`config.mk`:
```
export PLATFORM = sky130hd
export DESIGN_NAME = tray_height_tracker
export DESIGN_NICKNAME = d
export VERILOG_FILES = /design/src/rtl/tray_height_tracker_pkg.sv /design/src/rtl/tray_avg_window.sv /design/src/rtl/tray_height_tracker.sv
export SDC_FILE = /design/constraint.sdc
export NUM_CORES = 1
export LEC_CHECK = 0
export BUFFER_PORTS_ARGS = -buffer_cell sky130_fd_sc_hd__buf_2
export CAP_MARGIN = 20
export CORE_MARGIN = 4
export CORE_UTILIZATION = 55
export DETAILED_ROUTE_END_ITERATION = 12
export PLACE_DENSITY = 0.73
export SLEW_MARGIN = 20
export SYNTH_ARGS = -nofsm -noshare
export SYNTH_HDL_FRONTEND = slang
export SYNTH_HIERARCHICAL = 1
export SYNTH_SLANG_ARGS = --single-unit
```
`constraint.sdc`:
```
create_clock -name clk -period 10.25 [get_ports clk]
set_clock_uncertainty 0.2 [all_clocks]
set_input_delay 1.025 -clock clk [delete_from_list [all_inputs] [get_ports clk]]
set_output_delay 1.025 -clock clk [all_outputs]
set_load 0.02 [all_outputs]
```
`src/rtl/tray_height_tracker_pkg.sv`:
```
// Shared types for the tray height conditioning stage.
package tray_height_tracker_pkg;

  typedef enum logic [1:0] {
    StFill  = 2'b00,
    StTrack = 2'b01,
    StFault = 2'b10
  } state_e;

  // Consecutive out-of-range samples that force a refill.
  localparam int unsigned GlitchDropLimit = 3;

endpackage

```
`src/rtl/tray_avg_window.sv`:
```
// Moving-average window: ring buffer with running sum, fill count and flush.
module tray_avg_window
  import tray_height_tracker_pkg::*;
#(
  parameter int unsigned SAMPLE_W = 32,
  parameter int unsigned AVG_LOG2 = 2
) (
  input  logic                clk,
  input  logic                rst_n,
  input  logic                push,
  input  logic                flush,
  input  logic [SAMPLE_W-1:0] sample,
  output logic [SAMPLE_W-1:0] avg,
  output logic                full
);

  localparam int unsigned Depth = 1 << AVG_LOG2;
  localparam int unsigned SumW  = SAMPLE_W + AVG_LOG2;

  logic [SAMPLE_W-1:0] win_q [Depth];
  logic [AVG_LOG2-1:0] wr_ptr_q;
  logic [AVG_LOG2:0]   cnt_q;
  logic [SumW-1:0]     sum_q;

  assign full = (cnt_q == (AVG_LOG2 + 1)'(Depth));
  assign avg  = SAMPLE_W'(sum_q >> AVG_LOG2);

  always_ff @(posedge clk or negedge rst_n) begin
    if (!rst_n) begin
      for (int i = 0; i < Depth; i++) win_q[i] <= '0;
      wr_ptr_q <= '0;
      cnt_q    <= '0;
      sum_q    <= '0;
    end else if (flush) begin
      // Empty slots must read as zero so the running sum stays exact while refilling.
      for (int i = 0; i < Depth; i++) win_q[i] <= '0;
      if (push) win_q[0] <= sample;
      wr_ptr_q <= push ? AVG_LOG2'(1) : '0;
      cnt_q    <= push ? (AVG_LOG2 + 1)'(1) : '0;
      sum_q    <= push ? SumW'(sample) : '0;
    end else if (push) begin
      win_q[wr_ptr_q] <= sample;
      wr_ptr_q        <= wr_ptr_q + AVG_LOG2'(1);
      sum_q           <= sum_q + SumW'(sample) - SumW'(win_q[wr_ptr_q]);
      if (!full) cnt_q <= cnt_q + (AVG_LOG2 + 1)'(1);
    end
  end

endmodule

```
`src/rtl/tray_height_tracker.sv`:
```
// Tray height conditioning: moving average, cm quantiser with hysteresis, sample timeout.
// Optional glitch rejection when TRAY_GLITCH_REJECT_EN is defined.
module tray_height_tracker
  import tray_height_tracker_pkg::*;
#(
  parameter int unsigned SAMPLE_W  = 32,
  parameter int unsigned FRAC_W    = 4,
  parameter int unsigned STATION_W = 8,
  parameter int unsigned AVG_LOG2  = 2,
  parameter int unsigned HYST      = 2,
  parameter int unsigned TIMEOUT   = 1000,
  parameter int unsigned GLITCH_TH = 20
) (
  input  logic                 clk,
  input  logic                 rst_n,
  input  logic                 sample_vld,
  input  logic [SAMPLE_W-1:0]  tray_height,
  output logic [STATION_W-1:0] tray_station,
  output logic                 station_valid,
  output logic                 station_changed,
  output logic                 sensor_fault
);

  localparam int unsigned CmW = SAMPLE_W - FRAC_W;
  localparam int unsigned ToW = $clog2(TIMEOUT);
  localparam logic [CmW-1:0] StationMax = CmW'((1 << STATION_W) - 1);

  state_e               state_q;
  logic [ToW-1:0]       to_cnt_q;
  logic                 upd_q;
  logic                 push, flush, glitch_flush, to_hit, full;
  logic [SAMPLE_W-1:0]  avg;
  logic [CmW-1:0]       q_raw;
  logic [STATION_W-1:0] q_sat, q_diff;

  assign q_raw  = CmW'(avg >> FRAC_W);
  assign q_sat  = (q_raw > StationMax) ? '1 : q_raw[STATION_W-1:0];
  assign q_diff = (q_sat >= tray_station) ? q_sat - tray_station : tray_station - q_sat;
  // A sample arriving on the timeout cycle keeps the sensor alive.
  assign to_hit = !sample_vld && (to_cnt_q == ToW'(TIMEOUT - 1));

`ifdef TRAY_GLITCH_REJECT_EN
  logic [1:0]     drop_cnt_q;
  logic [CmW-1:0] cm, st_ext, cm_diff;
  logic           is_glitch;

  assign cm           = CmW'(tray_height >> FRAC_W);
  assign st_ext       = CmW'(tray_station);
  assign cm_diff      = (cm >= st_ext) ? cm - st_ext : st_ext - cm;
  assign is_glitch    = sample_vld && (state_q == StTrack) && (cm_diff > CmW'(GLITCH_TH));
  assign glitch_flush = is_glitch && (drop_cnt_q == 2'(GlitchDropLimit - 1));
  assign push         = sample_vld && (!is_glitch || glitch_flush);

  always_ff @(posedge clk or negedge rst_n) begin
    if (!rst_n) begin
      drop_cnt_q <= '0;
    end else if (state_q != StTrack || glitch_flush) begin
      drop_cnt_q <= '0;
    end else if (sample_vld) begin
      drop_cnt_q <= is_glitch ? drop_cnt_q + 2'd1 : 2'd0;
    end
  end
`else
  // GLITCH_TH has no effect in this build.
  assign glitch_flush = (GLITCH_TH == 0) && 1'b0;
  assign push         = sample_vld;
`endif

  assign flush = ((state_q == StFault) && sample_vld) || glitch_flush;

  tray_avg_window #(
    .SAMPLE_W (SAMPLE_W),
    .AVG_LOG2 (AVG_LOG2)
  ) u_window (
    .clk    (clk),
    .rst_n  (rst_n),
    .push   (push),
    .flush  (flush),
    .sample (tray_height),
    .avg    (avg),
    .full   (full)
  );

  always_ff @(posedge clk or negedge rst_n) begin
    if (!rst_n) begin
      state_q         <= StFill;
      to_cnt_q        <= '0;
      upd_q           <= 1'b0;
      tray_station    <= '0;
      station_valid   <= 1'b0;
      station_changed <= 1'b0;
      sensor_fault    <= 1'b0;
    end else begin
      upd_q           <= push;
      station_changed <= 1'b0;
      to_cnt_q        <= (sample_vld || to_hit || state_q == StFault) ? '0 : to_cnt_q + ToW'(1);
      case (state_q)
        StFill: begin
          if (full) begin
            state_q         <= StTrack;
            tray_station    <= q_sat;
            station_changed <= 1'b1;
            station_valid   <= 1'b1;
          end else if (to_hit) begin
            state_q      <= StFault;
            sensor_fault <= 1'b1;
          end
        end
        StTrack: begin
          // The pending update belongs to an earlier sample, so it lands even on a refill.
          if (upd_q && q_diff >= STATION_W'(HYST)) begin
            tray_station    <= q_sat;
            station_changed <= 1'b1;
          end
          if (glitch_flush) begin
            state_q       <= StFill;
            station_valid <= 1'b0;
          end else if (to_hit) begin
            state_q       <= StFault;
            station_valid <= 1'b0;
            sensor_fault  <= 1'b1;
          end
        end
        StFault: begin
          if (sample_vld) begin
            state_q      <= StFill;
            sensor_fault <= 1'b0;
          end
        end
        default: state_q <= StFill;
      endcase
    end
  end

endmodule

```
Word level (Yosys, flattened, before mapping)
Cells that the tools add are included.
W data, S select, Z words.
- add/subtract/negate cells: 7
- $lt $le $gt $ge: 5
- equal/unequal tests: 10
- muxes and demuxes: 39
- bitwise gates (word level): 1
- reduce and logical (&&, ||, !) cells: 15
- operator list (operator ; count):
    $mux W128 ; 2
    $mux W32 ; 5
    $bwmux W128 ; 1
    $mux W34 ; 2
    $bmux W32 S2 ; 1
    $demux W32 S2 ; 1
    $add A34 B32 Y34 ; 1
    $sub A34 B32 Y34 ; 1
    $mux W8 ; 4
    $gt A28 B8 Y1 const B ; 1
    $pmux W8 S2 ; 1
    $sub A8 B8 Y8 ; 2
    $ne A2 B2 Y1 const B ; 6
    $add A10 B1 Y10 const B ; 1
    $eq A10 B10 Y1 const B ; 1
    $mux W10 ; 1
    $mux W2 ; 5
    $mux W1 ; 9
    $mux W3 ; 3
    $reduce_and A3 Y1 ; 3
    $ge A8 B2 Y1 const B ; 1
    $ge A8 B8 Y1 ; 1
    $pmux W2 S3 ; 1
    $logic_and A1 B1 Y1 ; 4
    16 further kinds ; 19
- flip-flop bits (word level): 191
- input port bits: 35
- logic and storage cells: 91

Logic depth before layout (Yosys ltp)
- word-level depth: 8
- mapped depth: 17

Modules after synthesis
The synthesis kept the hierarchy.
- modules (own cells, without submodules) (module ; instances ; cells an instance ; area each (um2) ; seq. area each (um2)):
    tray_avg_window ; 1 ; 1133 ; 10462.5 ; 4179.0
    tray_height_tracker ; 1 ; 216 ; 1900.6 ; 600.6

Least setup slack after synthesis
No wires, ideal clock.
- path kind: reg-to-reg
- start: register u_window.wr_ptr_q[0]
- end: register u_window.sum_q[33]
- arrival time: 4236 ps
- path slack: 5682 ps
- cell stages (with the launch flop): 17
- path buffers: 2
- clock period less this slack: 4568 ps
- cells stage by stage: dfrtp_1 -> clkbuf_1 -> buf_1 -> mux4_2 -> fa_1 -> inv_1 -> ha_1 -> a211oi_2 -> nor3_1 -> o2111ai_1 -> a21oi_2 -> a21oi_2 -> o21ai_2 -> a41oi_2 -> mux2i_1 -> xnor2_1 -> nor2_1
- cells in the longest elaborated chain, start to end: 7
- ends and longest elaborated chain (item ; RTL line ; RTL):
    from (decl) ; tray_avg_window.sv:21 ; logic [AVG_LOG2-1:0] wr_ptr_q;
    from (signal assigned) ; tray_avg_window.sv:38 ; wr_ptr_q <= push ? AVG_LOG2'(1) : '0;
    from (signal assigned) ; tray_avg_window.sv:43 ; wr_ptr_q <= wr_ptr_q + AVG_LOG2'(1);
    $not A2 Y3 (implied by the code) ; tray_avg_window.sv:44 ; sum_q <= sum_q + SumW'(sample) - SumW'(win_q[wr_ptr_q]);
    $bmux W32 S2 ; tray_avg_window.sv:44 ;
    $mux W32 (implied by the code) (2 in series) ; tray_avg_window.sv:44 ;
    $sub A34 B32 Y34 ; tray_avg_window.sv:44 ;
    $mux W34 ; tray_avg_window.sv:41 ; end else if (push) begin
    $mux W34 ; tray_avg_window.sv:34 ; end else if (flush) begin
    to (signal assigned) ; tray_avg_window.sv:40 ; sum_q <= push ? SumW'(sample) : '0;
    to (signal assigned) ; tray_avg_window.sv:44 ;
    to (decl) ; tray_avg_window.sv:23 ; logic [SumW-1:0] sum_q;
No other way between the ends. The select of a mux whose other input is x is not followed.
A chain may end at the register's enable or synchronous reset.

Worst setup path after layout
Same ends and word-level chain as after synthesis.

==> metrics <==
most frequent cells in the layout=nand2_1, dfrtp_1, inv_1; Ys Warns=6; first-pass GRT wire length=48300 um; Final HPWL DP=18900 um; detailed-route via count=9436; Initial Util=56.2%; clk_lat worst skew=440 ps; share of cells above drive strength 1=11.9%; RSZ-0062 raised after global routing=no; Final period util=47.9%; final WL=28900 um; Die H=158 um; CP required=10350 ps; mean post-synth cell area=9.17 sq um; Startpoint Class=flip-flop; GP Congestion=0.881; R2R depth=15; Sink Count=191; core footprint=0.0220 sq mm; nets@finish=1450; Num CTS Buffers=17; post-route ant nets=0; area grow syn2layout=6.84%; Die X=158 um; Remaining Overflow, GRT=0; worst min path class=reg2reg; routed vias/inst=5.84; worst-margin pin slew=892 ps; leading cell type in the layout, fill and taps excluded=nand2_1; run status=finished clean; Hold EP=to_cnt_q[0]$_DFF_PN0_; Hold Buf Count CTS=0; Most Used Layer, Global Route=met2; Antenna Cells=0; Mapped Nets=1470; Post-CTS Setup Inserts=0; Total GRT Usage=24.1%; crit path capture type=flip-flop; setup TNS=0 ps; cts repair resizes=0; reg2reg setup slack=5340 ps; crit path max fanout=23; MaxCap Viol Count=0; met3 Track Usage GR=4.05%; Relative slew margins=40.3%; CP Class=reg2reg; largest net degree at the start of global routing=127; Hold Crit Start=to_cnt_q[0]$_DFF_PN0_; Final Hold Vio Count=0; CP arrival=5000 ps; crit path time final=4910 ps; initial DRC count=608; Core Util, Final=60.0%; met1 Use GR=34.2%; CTS clock-pin slew for the worst setup and hold paths=70 ps; initial antenna violation count=0; Min-Delay Path Depth=1; Achievable Freq=0.204 GHz; synthesized area=0.0123 sq mm; DR pass1 iterations=5; TritonCTS clock tree=done; die area=0.0249 sq mm; CTS Root Buffer Type=clkbuf_16; DRC viols=0; final setup vio count=0; CTS Buffer Depth=2; Slew Viols, Final=0; r2r startpoint=u_window/wr_ptr_q[0]$_DFFE_PN0P_; reg2reg end=u_window/sum_q[33]$_DFFE_PN0P_; num ports=46; vias in the first global route=9469; H-tree levels=4; # rows=54; WL/cell=17.9 um; Mapped Cells=1345; PortBufs=45; global-route met2 utilization=39.1%
area by class of cell:
cell class | count | area [sq um]
sequential | 191 | 4780
clock inverter | 11 | 133
fill | 1849 | 8780
multi-input combinational | 901 | 6500
clock buffer | 19 | 453
timing repair buffer | 58 | 372
tap | 280 | 350
inverter | 156 | 586
per-layer routing:
metal | vias to the layer above | routed length [um]
met1 | 4684 | 13100
li1 | 4464 | -
met3 | 28 | 1640
met5 | - | 0
met4 | 0 | 381
met2 | 260 | 13700
critical path, stage by stage, from the launching register on:
cell and delay, ps:
dfrtp_2 660, buf_4 500, mux4_2 570, fa_1 490, inv_1 50, ha_1 400
a21oi_2 290, o211ai_1 170, a31oi_1 280, a21oi_2 110, a21oi_2 300, o21ai_2 110
a41oi_2 190, mux2i_1 230, xnor2_1 130, nor2_1 50
how the worst max path moves through the flow:
stage	start	to	slack [ps]	cells past startpoint
floorplan	u_window/wr_ptr_q[0]$_DFFE_PN0P_	u_window/sum_q[33]$_DFFE_PN0P_	5680	16
global route	u_window/wr_ptr_q[0]$_DFFE_PN0P_	u_window/sum_q[26]$_DFFE_PN0P_	5040	17
detailed placement	u_window/wr_ptr_q[0]$_DFFE_PN0P_	u_window/sum_q[33]$_DFFE_PN0P_	5330	15
global placement	u_window/wr_ptr_q[0]$_DFFE_PN0P_	u_window/sum_q[33]$_DFFE_PN0P_	5380	15
finish	u_window/wr_ptr_q[0]$_DFFE_PN0P_	u_window/sum_q[33]$_DFFE_PN0P_	5340	15
CTS	u_window/wr_ptr_q[0]$_DFFE_PN0P_	u_window/sum_q[33]$_DFFE_PN0P_	5320	15
flip-flops by register name, summed over array words and instances (netlist names):
name	count
u_window/win_q	128
u_window/sum_q	34
to_cnt_q	10
tray_station	8
u_window/cnt_q	3
state_q	2
u_window/wr_ptr_q	2
sensor_fault	1
station_changed	1
station_valid	1
upd_q	1
per-stage QoR:
stage / setup WS, ps / hold slack [ps] / cells / area, sq um
2_1_floorplan: 5680 / 255 / 1345 / 12300
3_3_place_gp: 5380 / 273 / 1584 / 12500
3_5_place_dp: 5330 / 272 / 1584 / 12500
6_report: 5340 / 284 / 1616 / 13200
4_1_cts: 5320 / 285 / 1614 / 13100
5_1_grt: 5040 / 311 / 1616 / 13200
Power is left out: the tool's default activity adds up to more than one toggle a clock period on the data nets, which glitch-free logic cannot reach.
